$ cat src/rtl/modb_counter.sv
// Multi-digit counter in an arbitrary radix: up/down, synchronous clear,
// parallel load, combinational carry/borrow out and a sticky wrap flag.
module modb_counter #(
  parameter int BASE    = 10,
  parameter int DIGITS  = 4,
  parameter int DIGIT_W = 4
) (
  input  logic                        clock,
  input  logic                        reset_,
  input  logic                        ei,
  input  logic                        up,
  input  logic                        clr,
  input  logic                        load,
  input  logic [DIGITS*DIGIT_W-1:0]   din,
  output logic [DIGITS*DIGIT_W-1:0]   q,
  output logic                        eu,
  output logic                        wrap
);

  localparam logic [DIGIT_W-1:0] MAX_D  = DIGIT_W'(BASE - 1);
  localparam logic [DIGIT_W:0]   BASE_X = (DIGIT_W + 1)'(BASE);

  function automatic logic [DIGIT_W-1:0] step_digit(input logic [DIGIT_W-1:0] d,
                                                    input logic inc);
    if (inc) return (d == MAX_D) ? '0 : d + 1'b1;
    else     return (d == '0) ? MAX_D : d - 1'b1;
  endfunction

  // Out-of-range load digits collapse to 0 so every digit stays in 0..BASE-1.
  function automatic logic [DIGIT_W-1:0] sanitize(input logic [DIGIT_W-1:0] d);
    return ({1'b0, d} >= BASE_X) ? '0 : d;
  endfunction

  logic [DIGITS*DIGIT_W-1:0] r_q;
  logic [DIGITS*DIGIT_W-1:0] w_q_next;
  logic                      r_wrap;
  logic                      w_wrap_next;
  logic [DIGITS-1:0]         w_run;
  logic                      w_term;

  // w_run[k]: ei is set and every digit below k sits at its terminal value.
  always_comb begin
    logic t;
    t      = 1'b1;
    w_run  = '0;
    for (int k = 0; k < DIGITS; k++) begin
      w_run[k] = ei & t;
      t = t & (up ? (r_q[k*DIGIT_W +: DIGIT_W] == MAX_D)
                  : (r_q[k*DIGIT_W +: DIGIT_W] == '0));
    end
    w_term = t;
  end

  assign eu = ei & ~clr & ~load & w_term;

  always_comb begin
    w_q_next    = r_q;
    w_wrap_next = r_wrap;
    if (clr) begin
      w_q_next    = '0;
      w_wrap_next = 1'b0;
    end else if (load) begin
      for (int k = 0; k < DIGITS; k++)
        w_q_next[k*DIGIT_W +: DIGIT_W] = sanitize(din[k*DIGIT_W +: DIGIT_W]);
      w_wrap_next = 1'b0;
    end else begin
      for (int k = 0; k < DIGITS; k++)
        if (w_run[k])
          w_q_next[k*DIGIT_W +: DIGIT_W] = step_digit(r_q[k*DIGIT_W +: DIGIT_W], up);
      if (ei && w_term) w_wrap_next = 1'b1;
    end
  end

  always_ff @(posedge clock or negedge reset_) begin
    if (!reset_) begin
      r_q    <= '0;
      r_wrap <= 1'b0;
    end else begin
      r_q    <= w_q_next;
      r_wrap <= w_wrap_next;
    end
  end

  assign q    = r_q;
  assign wrap = r_wrap;

endmodule
$ cat config.mk
export PLATFORM = sky130hd
export DESIGN_NAME = modb_counter
export DESIGN_NICKNAME = d
export VERILOG_FILES = /design/src/rtl/modb_counter.sv
export SDC_FILE = /design/constraint.sdc
export NUM_CORES = 1
export LEC_CHECK = 0
export CORE_MARGIN = 2
export CORE_UTILIZATION = 60
export CTS_BUF_LIST = sky130_fd_sc_hd__clkbuf_8
export CTS_CLUSTER_DIAMETER = 120
export CTS_CLUSTER_SIZE = 28
export DETAILED_ROUTE_END_ITERATION = 8
export DONT_BUFFER_PORTS = 1
export GPL_ROUTABILITY_DRIVEN = 0
export HOLD_SLACK_MARGIN = 0.03
export PLACE_DENSITY = 0.86
export SLEW_MARGIN = 20
export SYNTH_ARGS = -nofsm -noshare
export SYNTH_HDL_FRONTEND = slang
export SYNTH_SLANG_ARGS = --single-unit
$ cat constraint.sdc
create_clock -name clock -period 6.1 [get_ports clock]
set_clock_uncertainty 0.2 [all_clocks]
set_input_delay 0.61 -clock clock [delete_from_list [all_inputs] [get_ports clock]]
set_output_delay 0.61 -clock clock [all_outputs]
set_load 0.01 [all_outputs]
==> impl_metrics.toml, run 1 <==
[worst_setup_path]
cp-end-kind = "primary output"
r2r_start = "q[0]$_DFFE_PN0P_"
worstPathRequired_ns = 5.29
startpoint_type = "flip-flop"
cp_max_fo = 6
r2r_end = "q[9]$_DFFE_PN0P_"
rr_worst_depth = 7
cp.arrival_ns = 2.44
ff2ff_setup_slack_ns = 3.66
crit_type = "reg -> out"

[placement]
hpwl_um = 3010
dpl_cell_area_mm2 = 0.00164
io_buffer_count = 0
numPlacedInstances = 224
post-place-ws_ns = 3.18

[final_layout]
design_area_mm2 = 0.00169
nets = 227
drive_gt1_share_pct = 5.56
area.growth.synth_to_final_pct = 1.12
fin_cells = 229
diodes = 0

[detailed_routing]
wl_per_cell_um = 18.5
routed_via_density = 7.14
routed_wl_um = 4240
first_pass_iters = 4
vias = 1635
drt_iter0_drc = 127
ant_nets = 0
drc = 0

[power_and_ir_drop]
p_seq_share_pct = 46.9
leakage_nw = 0.640
clockPowerShare_pct = 30.7
switching_power_mw = 0.0963
p_int_mw = 0.193
switching_share_pct = 33.3
peakVddDrop_uv = 126
powerDensity_mw_per_mm2 = 171
combPwrFrac_pct = 22.4

[cts]
clkSinkCount = 17
htree_levels = 1
cts_resized = 0
clock-root-buffer = "clkbuf_8"
cts.clk_slew.worst_paths_ns = 0.07
cts_buffers = 3
cts_hold_buffers = 1
clock_latency_ns = 0.26
postCtsSetupBuffers = 0
clk_path_buf_depth = 2
cts_tree = "done"

[floorplanning]
core_area_mm2 = 0.00271
die_x_um = 56.8
rows = 19
io_pins = 40
fp.dieArea_mm2 = 0.00323
start_util_pct = 61.7
die_h_um = 56.8

[global_route]
grt_usage_pct = 26.8
grt_pass1_wl_um = 6840
overflow = 0
grt_max_degree = 31
antenna_found_initial = 0
grt_pass1_vias = 1539

[sta]
maxSlewViolCount = 0
hold_violations = 0
finalCriticalPeriod_ns = 3.25
max_freq_mhz = 308
setup_violations = 0
fin_hold_ws_ns = 0.201
fin_tns_setup_ns = 0
rsz0062_at_grt = "false"
timing.final.crit_share_pct = 53.3
tightest_slew_ns = 0.780
max_slew_margin_pct = 47.8
timing.final.ws_setup_ns = 2.85

[logic_synthesis]
synthTopCellsByArea = "dfrtp_1 25%, o21ai_0 6.3%, a21oi_1 4.5%"
synth_edf_count = 0
synth_seq_cells = 17
synthCells = 210
synth_nets = 238
avgSynthCellArea_um2 = 7.97
ys_types = 57
synth_top_area_share_pct = 25.4
mappedNetlistArea_mm2 = 0.00167
seq_area_frac_synth_pct = 25.4
yosysTopAreaCell = "dfrtp_1"
yosysWarnings = 0
synthArstFlopShare_pct = 100
synthFlopType = "dfrtp_1"

[min_path]
min_delay_path_depth = 1
hold_end = "q[1]$_DFFE_PN0P_"
worstHoldPathType = "in -> reg"
min_from = "clr"

[outcome]
status = "finished clean"

[job]
drv_cap = 0
[flip-flops by register name (all words and copies together) (netlist names)]
| signal | cells |
|---|---|
| wrap | 1 |
| q | 16 |
[cell type report]
cell class              instances  area, µm²
inverters                      11       41.3
flip-flops and latches         17        425
fillers                       244       1020
multi-input cells             165       1130
well taps                      31       38.8
clock buffers                   3       41.3
clock inverters                 1       5.00
repair buffers                  1       10.0
[placed cells by master, fill, tap and decap left out, types with 3 or more instances in the layout]
master,netlist,routed
a211oi_1,8,8
a21oi_1,15,15
a31oi_1,5,5
clkbuf_8,0,3
dfrtp_1,17,17
ha_1,6,6
inv_1,11,11
mux2i_1,5,5
nand2_1,10,10
nand2b_1,3,3
nand3_1,6,6
nand3b_1,3,3
nor2_1,13,13
nor2b_1,10,10
nor3_1,4,4
o21ai_0,21,21
o31ai_1,3,3
xnor2_1,5,5
[per-stage QoR]
step | util (%) | power [mW]
after global placement | 60.3 | 0.195
final | 62.4 | 0.289
after detailed placement | 60.3 | 0.198
after CTS | 62.4 | 0.288
after floorplan | - | 0.191
after global routing | 62.4 | 0.304
[layer usage]
| layer | track usage [%] | routed length [µm] |
|---|---|---|
| met5 | 0 | 0 |
| met4 | 12.6 | 86 |
| met3 | 6.91 | 335 |
| met2 | 45.0 | 2140 |
| met1 | 31.8 | 1670 |
[cells in the mapped netlist, drive strengths merged, types with 3 or more instances]
cell type,count
a211oi,8
a21oi,16
a31oi,5
buf,5
clkbuf,12
dfrtp,17
ha,6
inv,11
mux2i,5
nand2,10
nand2b,3
nand3,6
nand3b,3
nor2,13
nor2b,10
nor3,4
nor3b,3
nor4b,4
o21ai,22
o31ai,3
xnor2,5
[worst max path at each step]
stage | start | endpoint | slack [ns]
after global placement | q[4]$_DFFE_PN0P_ | eu | 3.28
after global routing | q[5]$_DFFE_PN0P_ | eu | 2.68
final | q[4]$_DFFE_PN0P_ | eu | 2.85
after CTS | q[4]$_DFFE_PN0P_ | eu | 2.88
after floorplan | up | eu | 3.43
after detailed placement | q[4]$_DFFE_PN0P_ | eu | 3.18
[worst max-delay path, cell delays in order, from the launching register on]
cell and delay, ns:
dfrtp_1 0.47, inv_1 0.13, ha_1 0.27, nor3b_1 0.30, nand3_1 0.14, a21oi_2 0.36, nor4b_2 0.29, and2_1 0.21
[power groups by stage]
stage	Combinational, mW	Clock [mW]	Sequential (mW)
final	0.0647	0.0889	0.136
after global routing	0.0720	0.0943	0.137
after CTS	0.0641	0.0884	0.135
after detailed placement	0.0606	0	0.138
after global placement	0.0577	0	0.137
after floorplan	0.0626	0	0.128
[cells by family (layout without fill, tap and decap cells)]
family                   after synthesis  count (layout)  synth area share, %
AO/OA/AOI/OAI                         77              77                 30.7
AND/OR/NAND/NOR                       71              71                 26.2
buffers and inverters                 28              16                 7.03
flip-flops                            17              17                 25.4
adder cells (fa/ha/maj)                6               6                 4.49
XOR/XNOR                               6               6                 3.14
multiplexers                           5               5                 2.99
Power figures use the tool's default switching activity.
==> run 2, diff against run 1 <==
--- a/config.mk
+++ b/config.mk
@@ -5,6 +5,7 @@
 export SDC_FILE = /design/constraint.sdc
 export NUM_CORES = 1
 export LEC_CHECK = 0
+export ABC_AREA = 1
 export CORE_MARGIN = 2
 export CORE_UTILIZATION = 60
 export CTS_BUF_LIST = sky130_fd_sc_hd__clkbuf_8
==> constraint.sdc (replaced) <==
create_clock -name clock -period 3.1 [get_ports clock]
set_clock_uncertainty 0.2 [all_clocks]
set_input_delay 0.31 -clock clock [delete_from_list [all_inputs] [get_ports clock]]
set_output_delay 0.31 -clock clock [all_outputs]
set_load 0.01 [all_outputs]
==> run 2 against run 1 <==
Against the previous run: combinational power rose to 3.8 times the previous value; clock-buffer cell count did not move; area after synthesis fell by 0.22%; critical endpoint is now q[1]$_DFFE_PN0P_; clock power rose by 100%; final cell count rose by 26%; cell area rose by 5.2%; synthesized cell count rose by 20%; sequential share of layout area fell by 1.2 points; global-route usage rose by 0.061 points.
==> impl_metrics.toml, run 2 <==
[cts]
cts.clk_slew.worst_paths_ns = 0.07
cts_resized = 0
postCtsSetupBuffers = 0
cts_tree = "done"
clock_latency_ns = 0.27
htree_levels = 1
clk_path_buf_depth = 2
cts_buffers = 3
clock-root-buffer = "clkbuf_8"
clkSinkCount = 17

[sta]
fin_hold_ws_ns = 0.0398
maxSlewViolCount = 0
timing.final.crit_share_pct = 74.4
max_slew_margin_pct = 42.6
finalCriticalPeriod_ns = 2.31
fin_tns_setup_ns = 0
tightest_slew_ns = 0.858
hold_violations = 0
setup_violations = 0
rsz0062_at_grt = "false"
max_freq_mhz = 433

[logic_synthesis]
synthCells = 253
synthFlopType = "dfrtp_1"
avgSynthCellArea_um2 = 6.60
synth_fa_ha_area_share_pct = 4.50
synth_top_family_by_area = "simple AND/OR/NAND/NOR gates"
synthArstFlopShare_pct = 100
synth_compound_area_share_pct = 13.7
synth_edf_count = 0
synth_nets = 281
synth_seq_cells = 17
ys_types = 31
ys_top_cells_by_count = "73 x nand2_1, 31 x nand3_1, 18 x inv_1"
mappedNetlistArea_mm2 = 0.00167
yosysMostFrequentCell = "nand2_1"
yosysTopAreaCell = "dfrtp_1"
synthTopCellsByArea = "dfrtp_1 25%, nand2_1 16%, nand3_1 9.3%"
yosysWarnings = 0
synth-xor-area-share_pct = 3.15
synth.area.mux_share_pct = 0
synth_top_area_share_pct = 25.5
seq_area_frac_synth_pct = 25.5
synthSimpleGateAreaFrac_pct = 44.3

[final_layout]
seq_area_um2 = 425
multiInputGateArea_mm2 = 0.00110
nets = 287
layout_common_cells = "73 x nand2_1, 31 x nand3_1, 18 x inv_1"
drive_gt1_share_pct = 17.1
final_common_cell = "nand2_1"
area.growth.synth_to_final_pct = 6.60
fin_cells = 289
largest_register_ffs = 16
fillers = 248
diodes = 0
design_area_mm2 = 0.00178

[global_route]
grt_usage_pct = 26.9
antenna_found_initial = 0
grt_pass1_wl_um = 6820
grt_max_degree = 18
overflow = 0
grt_pass1_vias = 1540

[floorplanning]
die_x_um = 56.7
core_area_mm2 = 0.00271
rows = 19
io_pins = 40
fp.dieArea_mm2 = 0.00322
die_h_um = 56.7
start_util_pct = 61.6

[worst_setup_path]
crit_chain = "inv_1 > ha_1 > nand3_1 > nand2_2 > inv_2 > o21ai_0 > nand3_1 > nand2_1 > o21ai_1 > dlygate4sd3_1"
r2r_end = "q[1]$_DFFE_PN0P_"
rr_worst_depth = 10
cp_max_fo = 6
ff2ff_setup_slack_ns = 0.79
crit_type = "reg -> reg"
worstPathRequired_ns = 3.10
startpoint_type = "flip-flop"
cp-startpoint = "q[0]$_DFFE_PN0P_"
crit_path_frequent_cell = "nand3_1"
r2r_start = "q[0]$_DFFE_PN0P_"
cp-endpoint = "q[1]$_DFFE_PN0P_"
cpMaxStageDelayCell = "dlygate4sd3_1"
cpPeakStageDelay_ns = 0.57
cp-end-kind = "flip-flop"
cp.arrival_ns = 2.31

[detailed_routing]
drt_iter0_drc = 83
wl_per_cell_um = 13.7
vias = 1637
routed_via_density = 5.66
first_pass_iters = 4
routed_wl_um = 3960
ant_nets = 0
drc = 0

[power_and_ir_drop]
powerDensity_mw_per_mm2 = 406
leakage_nw = 0.887
peakVddDrop_uv = 342

[placement]
numPlacedInstances = 279
hpwl_um = 2890
dpl_cell_area_mm2 = 0.00167
io_buffer_count = 0

[min_path]
worstHoldPathType = "in -> reg"

[job]
drv_cap = 0

[outcome]
status = "finished clean"
==> run 2: changes by cell type after synthesis, moves of 7 or more <==
cell,before,now
o21ai_1,0,9
a21oi_1,15,7
inv_1,11,18
o21ai_0,21,14
nand2_1,10,73
a211oi_1,8,0
inv_2,0,11
clkbuf_1,12,1
nand2_2,0,7
nor2b_1,10,0
nand3_1,6,31
==> run 2: worst min-delay path by stage <==
| stage | startpoint | end | cells after the start |
|---|---|---|---|
| 2_1_floorplan | reset_ | q[0]$_DFFE_PN0P_ | 0 |
| 3_3_place_gp | reset_ | q[5]$_DFFE_PN0P_ | 0 |
| 3_5_place_dp | reset_ | q[6]$_DFFE_PN0P_ | 0 |
| 4_1_cts | clr | q[5]$_DFFE_PN0P_ | 3 |
| 5_1_grt | din[0] | q[0]$_DFFE_PN0P_ | 2 |
| 6_report | clr | q[5]$_DFFE_PN0P_ | 3 |
==> run 2: logic make-up after synthesis <==
family | Yosys count
AOI/OAI and AO/OA | 39
DFF | 17
and+or+nand+nor | 150
buffers and inverters | 35
xor gates and xnor gates | 6
adders and majority gates | 6
==> run 2: stage by stage <==
step                      utilization (%)  power (mW)  setup WS, ns
after global placement               61.7       0.525          1.18
after global routing                 65.7       0.774         0.664
after floorplan                         -       0.494          1.28
after CTS                            65.7       0.719         0.820
after detailed placement             61.7       0.530          1.12
final                                65.7       0.722         0.792
==> run 2: report_power, final <==
| group | internal (mW) | switching (mW) | total (mW) | leakage (nW) |
|---|---|---|---|---|
| Clock | 0.0898 | 0.0898 | 0.180 | 0.0255 |
| Combinational | 0.0929 | 0.150 | 0.243 | 0.639 |
| Sequential | 0.244 | 0.0547 | 0.299 | 0.223 |
==> run 2: repair_timing <==
action                                  CTS  global route
endpoints found under the setup margin    0             0
hold endpoints to repair                 21             0
hold buffers                              6             0
==> run 2: area by class of cell <==
| class | count | share of cell area [%] |
|---|---|---|
| timing repair buffer | 6 | 3.38 |
| clock buffer | 3 | 2.32 |
| inverter | 30 | 6.33 |
| clock inverter | 1 | 0.281 |
| multi-input combinational | 201 | 61.6 |
| tap | 31 | 2.18 |
| sequential | 17 | 23.9 |
==> run 2: per-layer routing <==
metal  wire length, µm  up-vias  GRT usage, %
met5                 0        -             0
met3               266        5          5.53
met2              1790       58          42.5
li1                  -      837             -
met1              1840      737          36.6
met4                58        0          8.97
==> run 2: critical path, delay by kind of cell, from the launching register on <==
family	cells	cell delay (ns)
adders and majority gates	1	0.25
AOI/OAI and AO/OA	2	0.20
and+or+nand+nor	4	0.33
DFF	1	0.49
buffers and inverters	3	0.76
